--- config.mk ---
export PLATFORM = sky130hd
export DESIGN_NAME = iter_shifter
export DESIGN_NICKNAME = d
export VERILOG_FILES = /design/src/rtl/shift_pkg.sv /design/src/rtl/shift1_step.sv /design/src/rtl/iter_shifter.sv
export SDC_FILE = /design/constraint.sdc
export NUM_CORES = 1
export LEC_CHECK = 0
export CORE_ASPECT_RATIO = 1.75
export CORE_MARGIN = 2
export CORE_UTILIZATION = 40
export DETAILED_ROUTE_END_ITERATION = 10
export SLEW_MARGIN = 25
export SYNTH_ARGS = -nofsm -noshare
export SYNTH_HDL_FRONTEND = slang
export SYNTH_SLANG_ARGS = --single-unit
export TNS_END_PERCENT = 30
--- constraint.sdc ---
create_clock -name clk -period 2.8 [get_ports clk]
set_input_delay 0.42 -clock clk [delete_from_list [all_inputs] [get_ports clk]]
set_output_delay 0.42 -clock clk [all_outputs]
set_load 0.03 [all_outputs]
--- src/rtl/shift_pkg.sv ---
// Shared encodings for the iterative shifter: operation codes, FSM states
// and the default datapath width.
package shift_pkg;

  localparam int DEF_DATA_W = 32;

  localparam logic [1:0] OP_LLS = 2'b00;
  localparam logic [1:0] OP_LRS = 2'b01;
  localparam logic [1:0] OP_ARS = 2'b10;
  localparam logic [1:0] OP_ROL = 2'b11;

  typedef enum logic [1:0] {
    IDLE  = 2'b00,
    SHIFT = 2'b01,
    DONE  = 2'b10
  } state_t;

endpackage

--- src/rtl/shift1_step.sv ---
// Combinational single-bit shift step shared by all four shifter operations.
module shift1_step
  import shift_pkg::*;
#(
  parameter int DATA_W = shift_pkg::DEF_DATA_W
) (
  input  logic [1:0]        op,
  input  logic [DATA_W-1:0] din,
  output logic [DATA_W-1:0] dout
);

  // One bit position of the selected shift or rotate.
  always_comb begin
    dout = din;
    case (op)
      OP_LLS:  dout = {din[DATA_W-2:0], 1'b0};
      OP_LRS:  dout = {1'b0, din[DATA_W-1:1]};
      OP_ARS:  dout = {din[DATA_W-1], din[DATA_W-1:1]};
      OP_ROL:  dout = {din[DATA_W-2:0], din[DATA_W-1]};
      default: dout = din;
    endcase
  end

endmodule

--- src/rtl/iter_shifter.sv ---
// Multi-cycle shifter: applies one single-bit step per clock until the
// captured shift amount is exhausted, then presents the result with done.
module iter_shifter
  import shift_pkg::*;
#(
  parameter int DATA_W  = shift_pkg::DEF_DATA_W,
  parameter int SHAMT_W = $clog2(DATA_W)
) (
  input  logic               clk,
  input  logic               rst_n,
  input  logic               start,
  input  logic [1:0]         op,
  input  logic [DATA_W-1:0]  num,
  input  logic [SHAMT_W-1:0] shamt,
  output logic               busy,
  output logic               done,
  output logic [DATA_W-1:0]  result
);

  localparam logic [SHAMT_W-1:0] CNT_ZERO = SHAMT_W'(0);
  localparam logic [SHAMT_W-1:0] CNT_ONE  = SHAMT_W'(1);

  state_t              state;
  logic [1:0]          op_q;
  logic [DATA_W-1:0]   work;
  logic [DATA_W-1:0]   step;
  logic [SHAMT_W-1:0]  cnt;

  shift1_step #(
    .DATA_W(DATA_W)
  ) u_step (
    .op  (op_q),
    .din (work),
    .dout(step)
  );

  assign busy = (state != IDLE);

  // Control FSM plus work/count/result registers; done and result are
  // loaded on the edge that enters DONE so both appear in that cycle.
  always_ff @(posedge clk or negedge rst_n) begin
    if (!rst_n) begin
      state  <= IDLE;
      op_q   <= OP_LLS;
      work   <= '0;
      cnt    <= CNT_ZERO;
      done   <= 1'b0;
      result <= '0;
    end else begin
      case (state)
        IDLE: begin
          done <= 1'b0;
          if (start) begin
            work <= num;
            cnt  <= shamt;
            op_q <= op;
            if (shamt == CNT_ZERO) begin
              state  <= DONE;
              done   <= 1'b1;
              result <= num;
            end else begin
              state <= SHIFT;
            end
          end else begin
            state <= IDLE;
          end
        end
        SHIFT: begin
          work <= step;
          cnt  <= cnt - CNT_ONE;
          if (cnt == CNT_ONE) begin
            state  <= DONE;
            done   <= 1'b1;
            result <= step;
          end else begin
            state <= SHIFT;
          end
        end
        DONE: begin
          done  <= 1'b0;
          state <= IDLE;
        end
        default: begin
          done  <= 1'b0;
          state <= IDLE;
        end
      endcase
    end
  end

endmodule

==> impl_metrics.py, run 1 <==
metrics = {
    "outcome": {
        "outcome": "finished clean",
    },
    "critical_path": {
        "rr_startpoint": "op_q[1]",
        "cp.required_ns": 2.38,
        "cp-startpoint": "state[0]",
        "critPathBufInv": 2,
        "ff2ff_path_depth": 5,
        "critPathCapture": "busy",
        "critPathSlowestCell": "clkdlybuf4s50_1",
        "arrival_ns": 1.64,
        "critPathTopFamily": "buffers and inverters",
        "rr_endpoint": "work[28]",
        "slowest_delay_ns": 0.67,
        "critPathMaxFanout": 5,
        "cp_num_cells": 3,
        "setup.worst_path.class": "reg -> out",
        "end_kind": "output port",
        "path_cells": "nor2_1 > inv_1 > clkdlybuf4s50_1",
        "start_kind": "flip-flop",
        "reg2reg_slack_ns": 0.81,
    },
    "timing": {
        "finalSetupViolations": 0,
        "tightest_slew_ns": 0.679,
        "fmax_mhz": 485,
        "post-route-period-util_pct": 73.7,
        "tns_ns": 0,
        "skew_ns": 0.00389,
        "slew_violations": 0,
        "rsz0062_at_grt": "false",
        "slew_headroom_pct": 54.3,
        "hold_viol": 0,
        "final.min_clock_period_ns": 2.06,
    },
    "drt": {
        "wl_um": 7880,
        "ant_nets": 0,
        "viasPerCell": 4.91,
        "route.detailed.drc": 0,
        "drt-initial-drc-count": 125,
        "drt_first_pass_iters": 4,
        "vias": 2621,
        "wire_per_inst_um": 14.8,
    },
    "clocking": {
        "clk_pin_slew_ns": 0.05,
        "root_buffer": "clkbuf_16",
        "clock_sinks": 74,
        "clk_latency_ns": 0.33,
        "post-cts-setup-buffer-count": 0,
        "numCtsBuffers": 9,
        "cts_max_level": 3,
        "cts.repair.resized": 0,
        "tritoncts": "built",
        "hold_buffers": 0,
        "clockBufferDepth": 2,
    },
    "power": {
        "ir_drop_v": 0.000741,
        "p_leak_nw": 2.13,
        "total_power_mw": 6.78,
        "p_per_area_nw_per_um2": 1360,
    },
    "floorplanning": {
        "die_w_um": 78.4,
        "core.rowCount": 47,
        "die_area_sq_um": 10500,
        "start_util_pct": 41.1,
        "dieHeight_um": 134,
        "ioPinCount": 76,
        "coreArea_sq_um": 9410,
    },
    "final_layout": {
        "final_core_util_pct": 53.0,
        "syn_to_final_growth_pct": 28.9,
        "nets": 455,
        "drive_gt1_share_pct": 20.4,
        "post-route-cell-area_sq_um": 4990,
        "diodes": 0,
    },
    "yosys": {
        "ys_seq_elements": 74,
        "yosys_warnings": 0,
        "synth_edf_count": 0,
        "synthesis.area_sq_um": 3870,
        "synth_area_per_cell_sq_um": 11.5,
        "synth_cell_types": 38,
        "yosysSeqAreaShare_pct": 47.8,
        "synth_ff_type": "dfrtp_1",
        "syn_inst": 336,
        "syn_nets": 380,
        "synth_async_sr_flop_share_pct": 100,
    },
    "global_routing": {
        "antenna_found_initial": 0,
        "grt-ovfl-total": 0,
        "grt_pass1_wl_um": 13500,
        "grt_max_degree": 75,
        "gr-usage-all-layers_pct": 16.7,
        "first_global_vias": 2779,
    },
    "min_path": {
        "hold_path.class": "in -> async",
    },
    "placement": {
        "dp_hpwl_um": 5620,
        "place_congestion": 0.756,
        "place_area_sq_um": 4740,
        "numPortBuffers": 75,
    },
    "run": {
        "cap_viol_max_count": 0,
    },
}
## final cells by class
cell class | instances | area, sq um
repair buffers | 85 | 852
fillers | 864 | 4420
inverters | 6 | 22.5
multi-input cells | 235 | 1860
well taps | 122 | 153
clock buffers | 11 | 243
clock inverters | 1 | 5.00
flip-flops and latches | 74 | 1850
## per-stage QoR
stage	hold WS (ns)	std cells	worst slack, ns
CTS	0.284	534	0.715
finish	0.0842	534	0.737
floorplan	0.124	336	1.21
detailed placement	0.474	522	0.496
global route	0.164	534	0.661
global placement	0.463	522	0.584
## cells by family after synthesis
group / synth area share, %
and+or+nand+nor: 10.2
AOI/OAI and AO/OA: 11.0
DFF: 47.9
muxes: 24.8
buffers and inverters: 5.14
adders and majority gates: 0.647
xor gates and xnor gates: 0.420
## cell usage in the layout, fill, tap and decap left out, types with 3 or more instances in the layout
cell,netlist,layout
o21ai_1,58,58
nor2_1,4,4
a21oi_1,3,3
mux2i_2,15,15
mux2i_1,4,4
buf_4,1,8
mux2_4,28,28
mux2i_4,12,12
dfrtp_1,74,74
inv_1,6,6
nand2_1,76,76
clkdlybuf4s50_1,0,74
o21ai_0,8,8
clkbuf_16,0,9
## sequential cells by signal (all words and copies together), names as in the netlist
| register | cells |
|---|---|
| result | 32 |
| done | 1 |
| state | 2 |
| cnt | 5 |
| op_q | 2 |
| work | 32 |
## cells in the mapped netlist, types with 2 or more instances
library cell  count  area, sq um
nand2_1          76          285
dfrtp_1          74         1850
o21ai_1          58          290
mux2_4           28          420
mux2i_2          15          206
mux2i_4          12          270
o21ai_0           8         40.0
clkbuf_1          7         26.3
buf_6             6         67.6
inv_1             6         22.5
buf_2             4         20.0
mux2i_1           4         40.0
nor2_1            4         15.0
a21oi_1           3         15.0
a211oi_1          2         15.0
buf_12            2         40.0
ha_1              2         25.0
mux2_2            2         22.5
nand3_1           2         10.0
nor4b_1           2         17.5
o211ai_1          2         15.0
## power by group
group | switching (mW) | total (mW) | internal, mW | leakage [nW]
combinational | 1.84 | 3.84 | 2.00 | 1.08
clock | 0.397 | 0.999 | 0.602 | 0.123
sequential | 0.371 | 1.95 | 1.57 | 0.925
total | 2.61 | 6.78 | 4.18 | 2.13
## routing by layer
metal / up-vias / GRT usage [%] / part of all wire (%) / wire length, um
met5: - / 0 / 0 / 0
met4: 0 / 6.24 / 1.8 / 142
met3: 10 / 4.04 / 2.8 / 221
met2: 45 / 29.4 / 53 / 4200
met1: 1251 / 19.5 / 42 / 3320
li1: 1315 / - / - / -
## how the worst min path moves through the flow
stage | to | slack [ns] | cells after the start
3_5_place_dp | result[4] | 0.47 | 2
4_1_cts | cnt[1] | 0.28 | 1
5_1_grt | result[0] | 0.16 | 1
6_report | cnt[1] | 0.08 | 1
3_3_place_gp | cnt[4] | 0.46 | 1
2_1_floorplan | cnt[0] | 0.12 | 0
No activity file was read; power rests on OpenSTA's default activity.
==> run 2, diff against run 1 <==
- PLACE_DENSITY: unset -> 0.67
- clock period: 2.8 -> 1.8 ns (I/O delays scaled with it)
==> impl_metrics.py, run 2 (synthesized netlist as in run 1, its figures left out) <==
metrics = {
    "timing": {
        "hold_viol": 0,
        "fmax_mhz": 594,
        "finalSetupViolations": 0,
        "tightest_slew_ns": 0.471,
        "final.min_clock_period_ns": 1.68,
        "skew_ns": 0.00569,
        "finalWorstSetupSlack_ns": 0.116,
        "slew_violations": 0,
        "slew_headroom_pct": 68.6,
        "post-route-period-util_pct": 93.6,
        "rsz0062_at_grt": "false",
    },
    "global_routing": {
        "first_global_vias": 2955,
        "grt-ovfl-total": 0,
        "grt_max_degree": 37,
        "grt_pass1_wl_um": 14100,
        "gr-usage-all-layers_pct": 17.4,
        "antenna_found_initial": 0,
    },
    "clocking": {
        "clk_pin_slew_ns": 0.05,
        "tritoncts": "built",
        "root_buffer": "clkbuf_16",
        "clk_latency_ns": 0.33,
        "numCtsBuffers": 9,
        "post-cts-setup-buffer-count": 0,
        "clockBufferDepth": 2,
        "clock_sinks": 74,
        "cts_max_level": 3,
    },
    "run": {
        "cap_viol_max_count": 0,
    },
    "critical_path": {
        "end_kind": "flip-flop",
        "ff2ff_path_depth": 7,
        "rr_startpoint": "cnt[0]",
        "cp.required_ns": 2.05,
        "setup.worst_path.class": "reg -> reg",
        "start_kind": "flip-flop",
        "rr_endpoint": "result[5]",
        "critPathMaxFanout": 33,
        "reg2reg_slack_ns": 0.12,
        "arrival_ns": 1.93,
    },
    "placement": {
        "dp_hpwl_um": 6130,
        "numPortBuffers": 75,
        "dp_slack_ns": -0.0491,
        "place_area_sq_um": 4840,
        "place_congestion": 0.811,
    },
    "floorplanning": {
        "coreArea_sq_um": 9410,
        "die_w_um": 78.4,
        "core.rowCount": 47,
        "start_util_pct": 41.1,
        "dieHeight_um": 134,
        "die_area_sq_um": 10500,
        "ioPinCount": 76,
    },
    "drt": {
        "viasPerCell": 5.03,
        "wl_um": 8390,
        "ant_nets": 0,
        "route.detailed.drc": 0,
        "drt_first_pass_iters": 4,
        "vias": 2730,
        "wire_per_inst_um": 15.5,
        "drt-initial-drc-count": 82,
    },
    "final_layout": {
        "drive_gt1_share_pct": 22.1,
        "largestRegisters": "result: 32 flops, work: 32 flops, cnt: 5 flops",
        "final_core_util_pct": 54.8,
        "diodes": 0,
        "final_common_cell": "nand2_1",
        "syn_to_final_growth_pct": 33.2,
        "layout_common_cells": "nand2_1 (76), dfrtp_1 (74), clkdlybuf4s50_1 (73)",
        "post-route-cell-area_sq_um": 5160,
        "nets": 461,
    },
    "min_path": {
        "hold_path.class": "in -> async",
    },
    "power": {
        "ir_drop_v": 0.000856,
        "p_leak_nw": 2.21,
        "p_per_area_nw_per_um2": 2150,
    },
    "outcome": {
        "outcome": "finished clean",
    },
}
[run 2: critical path, stage by stage (launching register included)]
cell     delay [ns]
dfrtp_1        0.45
ha_1           0.22
nor4b_1        0.14
buf_4          0.15
a32oi_4        0.26
buf_12         0.22
nand2_1        0.08
o21ai_1        0.08
[run 2: area by class of cell]
type | count | area (sq um)
Clock buffer | 13 | 270
Clock inverter | 2 | 35.0
Fill cell | 834 | 4250
Inverter | 6 | 22.5
Multi-Input combinational cell | 235 | 1870
Sequential cell | 74 | 1850
Tap cell | 122 | 153
Timing Repair Buffer | 91 | 957
[run 2: per-layer routing]
| layer | vias to the layer above | share of wire (%) | track usage (%) |
|---|---|---|---|
| met2 | 58 | 55 | 30.9 |
| li1 | 1330 | - | - |
| met4 | 0 | 2.6 | 9.65 |
| met1 | 1326 | 40 | 19.3 |
| met5 | - | 0 | 0 |
| met3 | 16 | 3.1 | 2.96 |
[run 2: how the worst max path moves through the flow]
stage                         from    endpoint  slack (ns)  depth (start not counted)
after floorplan             cnt[1]   result[0]        0.21                          8
after global placement    shamt[1]  result[31]       -0.04                          7
after detailed placement  shamt[1]   result[5]       -0.05                          7
after CTS                  op_q[1]    work[28]         0.1                          5
after global routing        cnt[0]  result[31]       0.002                          7
final                       cnt[0]   result[5]        0.12                          7
[run 2: where the power goes]
group          switching [mW]  leakage (nW)  internal, mW
clock                   0.639         0.152          1.18
combinational            2.97          1.13          3.26
sequential              0.597         0.925          2.45
total                    4.20          2.21          6.89
[run 2: what timing repair did]
action / in CTS / in global routing
pin swaps: 0 / 1
hold endpoints to repair: 32 / 0
hold buffers: 1 / 0
gates resized for setup: 1 / 1
endpoints found under the setup margin: 1 / 1
[run 2: per-stage QoR]
step / hold WS (ns) / cells / setup TNS, ns / total power [mW]
floorplan: -0.0256 / 336 / 0 / 7.71
global placement: 0.262 / 527 / -0.727 / 9.16
detailed placement: 0.261 / 527 / -0.913 / 9.35
CTS: 0.451 / 543 / 0 / 11.2
global route: 0.491 / 543 / 0 / 11.8
finish: 0.444 / 543 / 0 / 11.1
==> edit, RTL diff (flow settings as in run 2) <==
The 3 states of `state_t` get a one-hot encoding in 3 bits.
--- a/src/rtl/shift_pkg.sv
+++ b/src/rtl/shift_pkg.sv
@@ -10,8 +10,8 @@
   localparam logic [1:0] OP_ROL = 2'b11;
 
-  typedef enum logic [1:0] {
-    IDLE  = 2'b00,
-    SHIFT = 2'b01,
-    DONE  = 2'b10
+  typedef enum logic [2:0] {
+    IDLE  = 3'b001,
+    SHIFT = 3'b010,
+    DONE  = 3'b100
   } state_t;
 
Behaviour: same outputs for any inputs over 4 cycles, from zero or initial values and one cycle with rst_n low; so few cycles prove little.
==> edit against run 2 <==
- wire length shrank 4.3%
- synthesized area shrank 5.4%
- final area shrank 3.2%
- total power shrank 14%
- setup slack gained 0.012 ns
- sequential cell count grew 1
- synthesized cell count grew 2.7%
- maximum frequency grew 0.73%
- critical endpoint is now result[1]
- largest cell class is now registers
- largest power group unchanged
- highest routed layer unchanged
==> edit: results (changes against run 2) <==
status=completed; P_int=6.030 mW (-12%); cell count after synthesis=345 (+2.7%); GPL Wtd Cong=0.7634 (-5.9%); Synth top cells by count=nand2_1, dfrtp_1, o21ai_1; Initial Util=40.77% (-0.36 points); Crit Path Max Fanout=7 (-79%); layout cells sized above 1=16.28% (-5.8 points); Power Density=1917 nW/um^2 (-11%); first-pass GRT wire length=13240 um (-5.9%); hold slack final=0.4352 ns (-0.008898 ns); routed length per placed instance=14.61 um (-5.5%); Distinct cells, synth=36 (-5.3%); Vias=2669 (-2.2%); DP Worst Slack=-0.04064 ns (+0.008483 ns); ranking of synthesized cells by area=dfrtp_1, mux2i_1, mux2_4; GR Util All Layers=16.94% (-0.42 points); nets=469 (+1.7%); Setup crit start=op_q[1]; Leak=2.180 nW (-1.4%); fin crit period=1.672 ns (-0.01219 ns); Worst slew margin=68.76% (+0.19 points); largest net degree at the start of global routing=41 (+11%); total wire length=8037 um (-4.3%); CP top delay family=multiplexers; placed wire-length estimate=5952 um (-2.9%); post-place instance area=4681 sq um (-3.3%); H-tree Lvls=3 (unchanged); maximum VDD drop=1.093 mV (+28%); First DRT Iteration DRCs=153 (+87%); syn_nets=389 (+2.4%); fillcell total=821 (-1.6%); Setup Skew=0.003621 ns (-0.002065 ns); r2r worst-path depth=5 (-2); crit path DAT=1.88 ns (-0.05 ns); placed cells=533 (+1.1%); clk slew on worst S/H paths=0.05 ns (about the same); r2r endpoint=result[1]
[edit: cell types whose count changed after synthesis, moves of 4 or more]
cell	before	now
mux2i_4	12	0
o21ai_0	8	33
nor2_1	4	9
mux2i_1	4	32
mux2i_2	15	0
o21ai_1	58	37
mux2_4	28	20
mux2_2	2	10
buf_4	1	5
buf_2	4	8
[edit: cell families (layout without fill, tap and decap cells)]
group / Yosys count / after routing / share of synthesized area [%]
buffers and inverters: 28 / 113 / 4.682
muxes: 63 / 63 / 20.34
xor gates and xnor gates: 1 / 1 / 0.4444
AOI/OAI and AO/OA: 79 / 79 / 11.48
DFF: 75 / 75 / 51.30
adders and majority gates: 2 / 2 / 0.6834
and+or+nand+nor: 97 / 97 / 11.07
[edit: power groups by stage]
stage               logic (mW)  registers (mW)  clock network [mW]
finish                    4.83            3.02                1.72
global route              5.24            3.13                1.85
CTS                       4.87            3.02                1.78
detailed placement        4.87            3.04                   0
global placement          4.77            3.01                   0
floorplan                 2.90            3.43                   0
[edit: final cells by class]
type	instances	area (sq um)	share of cell area [%]
clock inverter	1	5.005	0.1003
sequential	75	1878	37.62
multi-input combinational	242	1668	33.41
clock buffer	15	287.8	5.764
tap	120	150.1	3.008
timing repair buffer	93	988.4	19.80
inverter	4	15.01	0.3008
[edit: layer usage]
metal  share of wire (%)  vias to the layer above  routed length, um  global-route usage [%]
met5                   0                        -                  0                       0
met4                 2.1                        0                172                   8.770
met3                 2.7                       11                220                   2.679
met2                  55                       45               4385                   30.92
met1                  41                     1255               3257                   19.13
li1                    -                     1358                  -                       -
[edit: repair_timing]
item,4_1_cts,5_1_grt
hold buffers,1,0
pin swaps,0,1
gates resized for setup,1,2
setup buffers,0,0
hold endpoints to repair,32,0
setup endpoints to repair,1,5
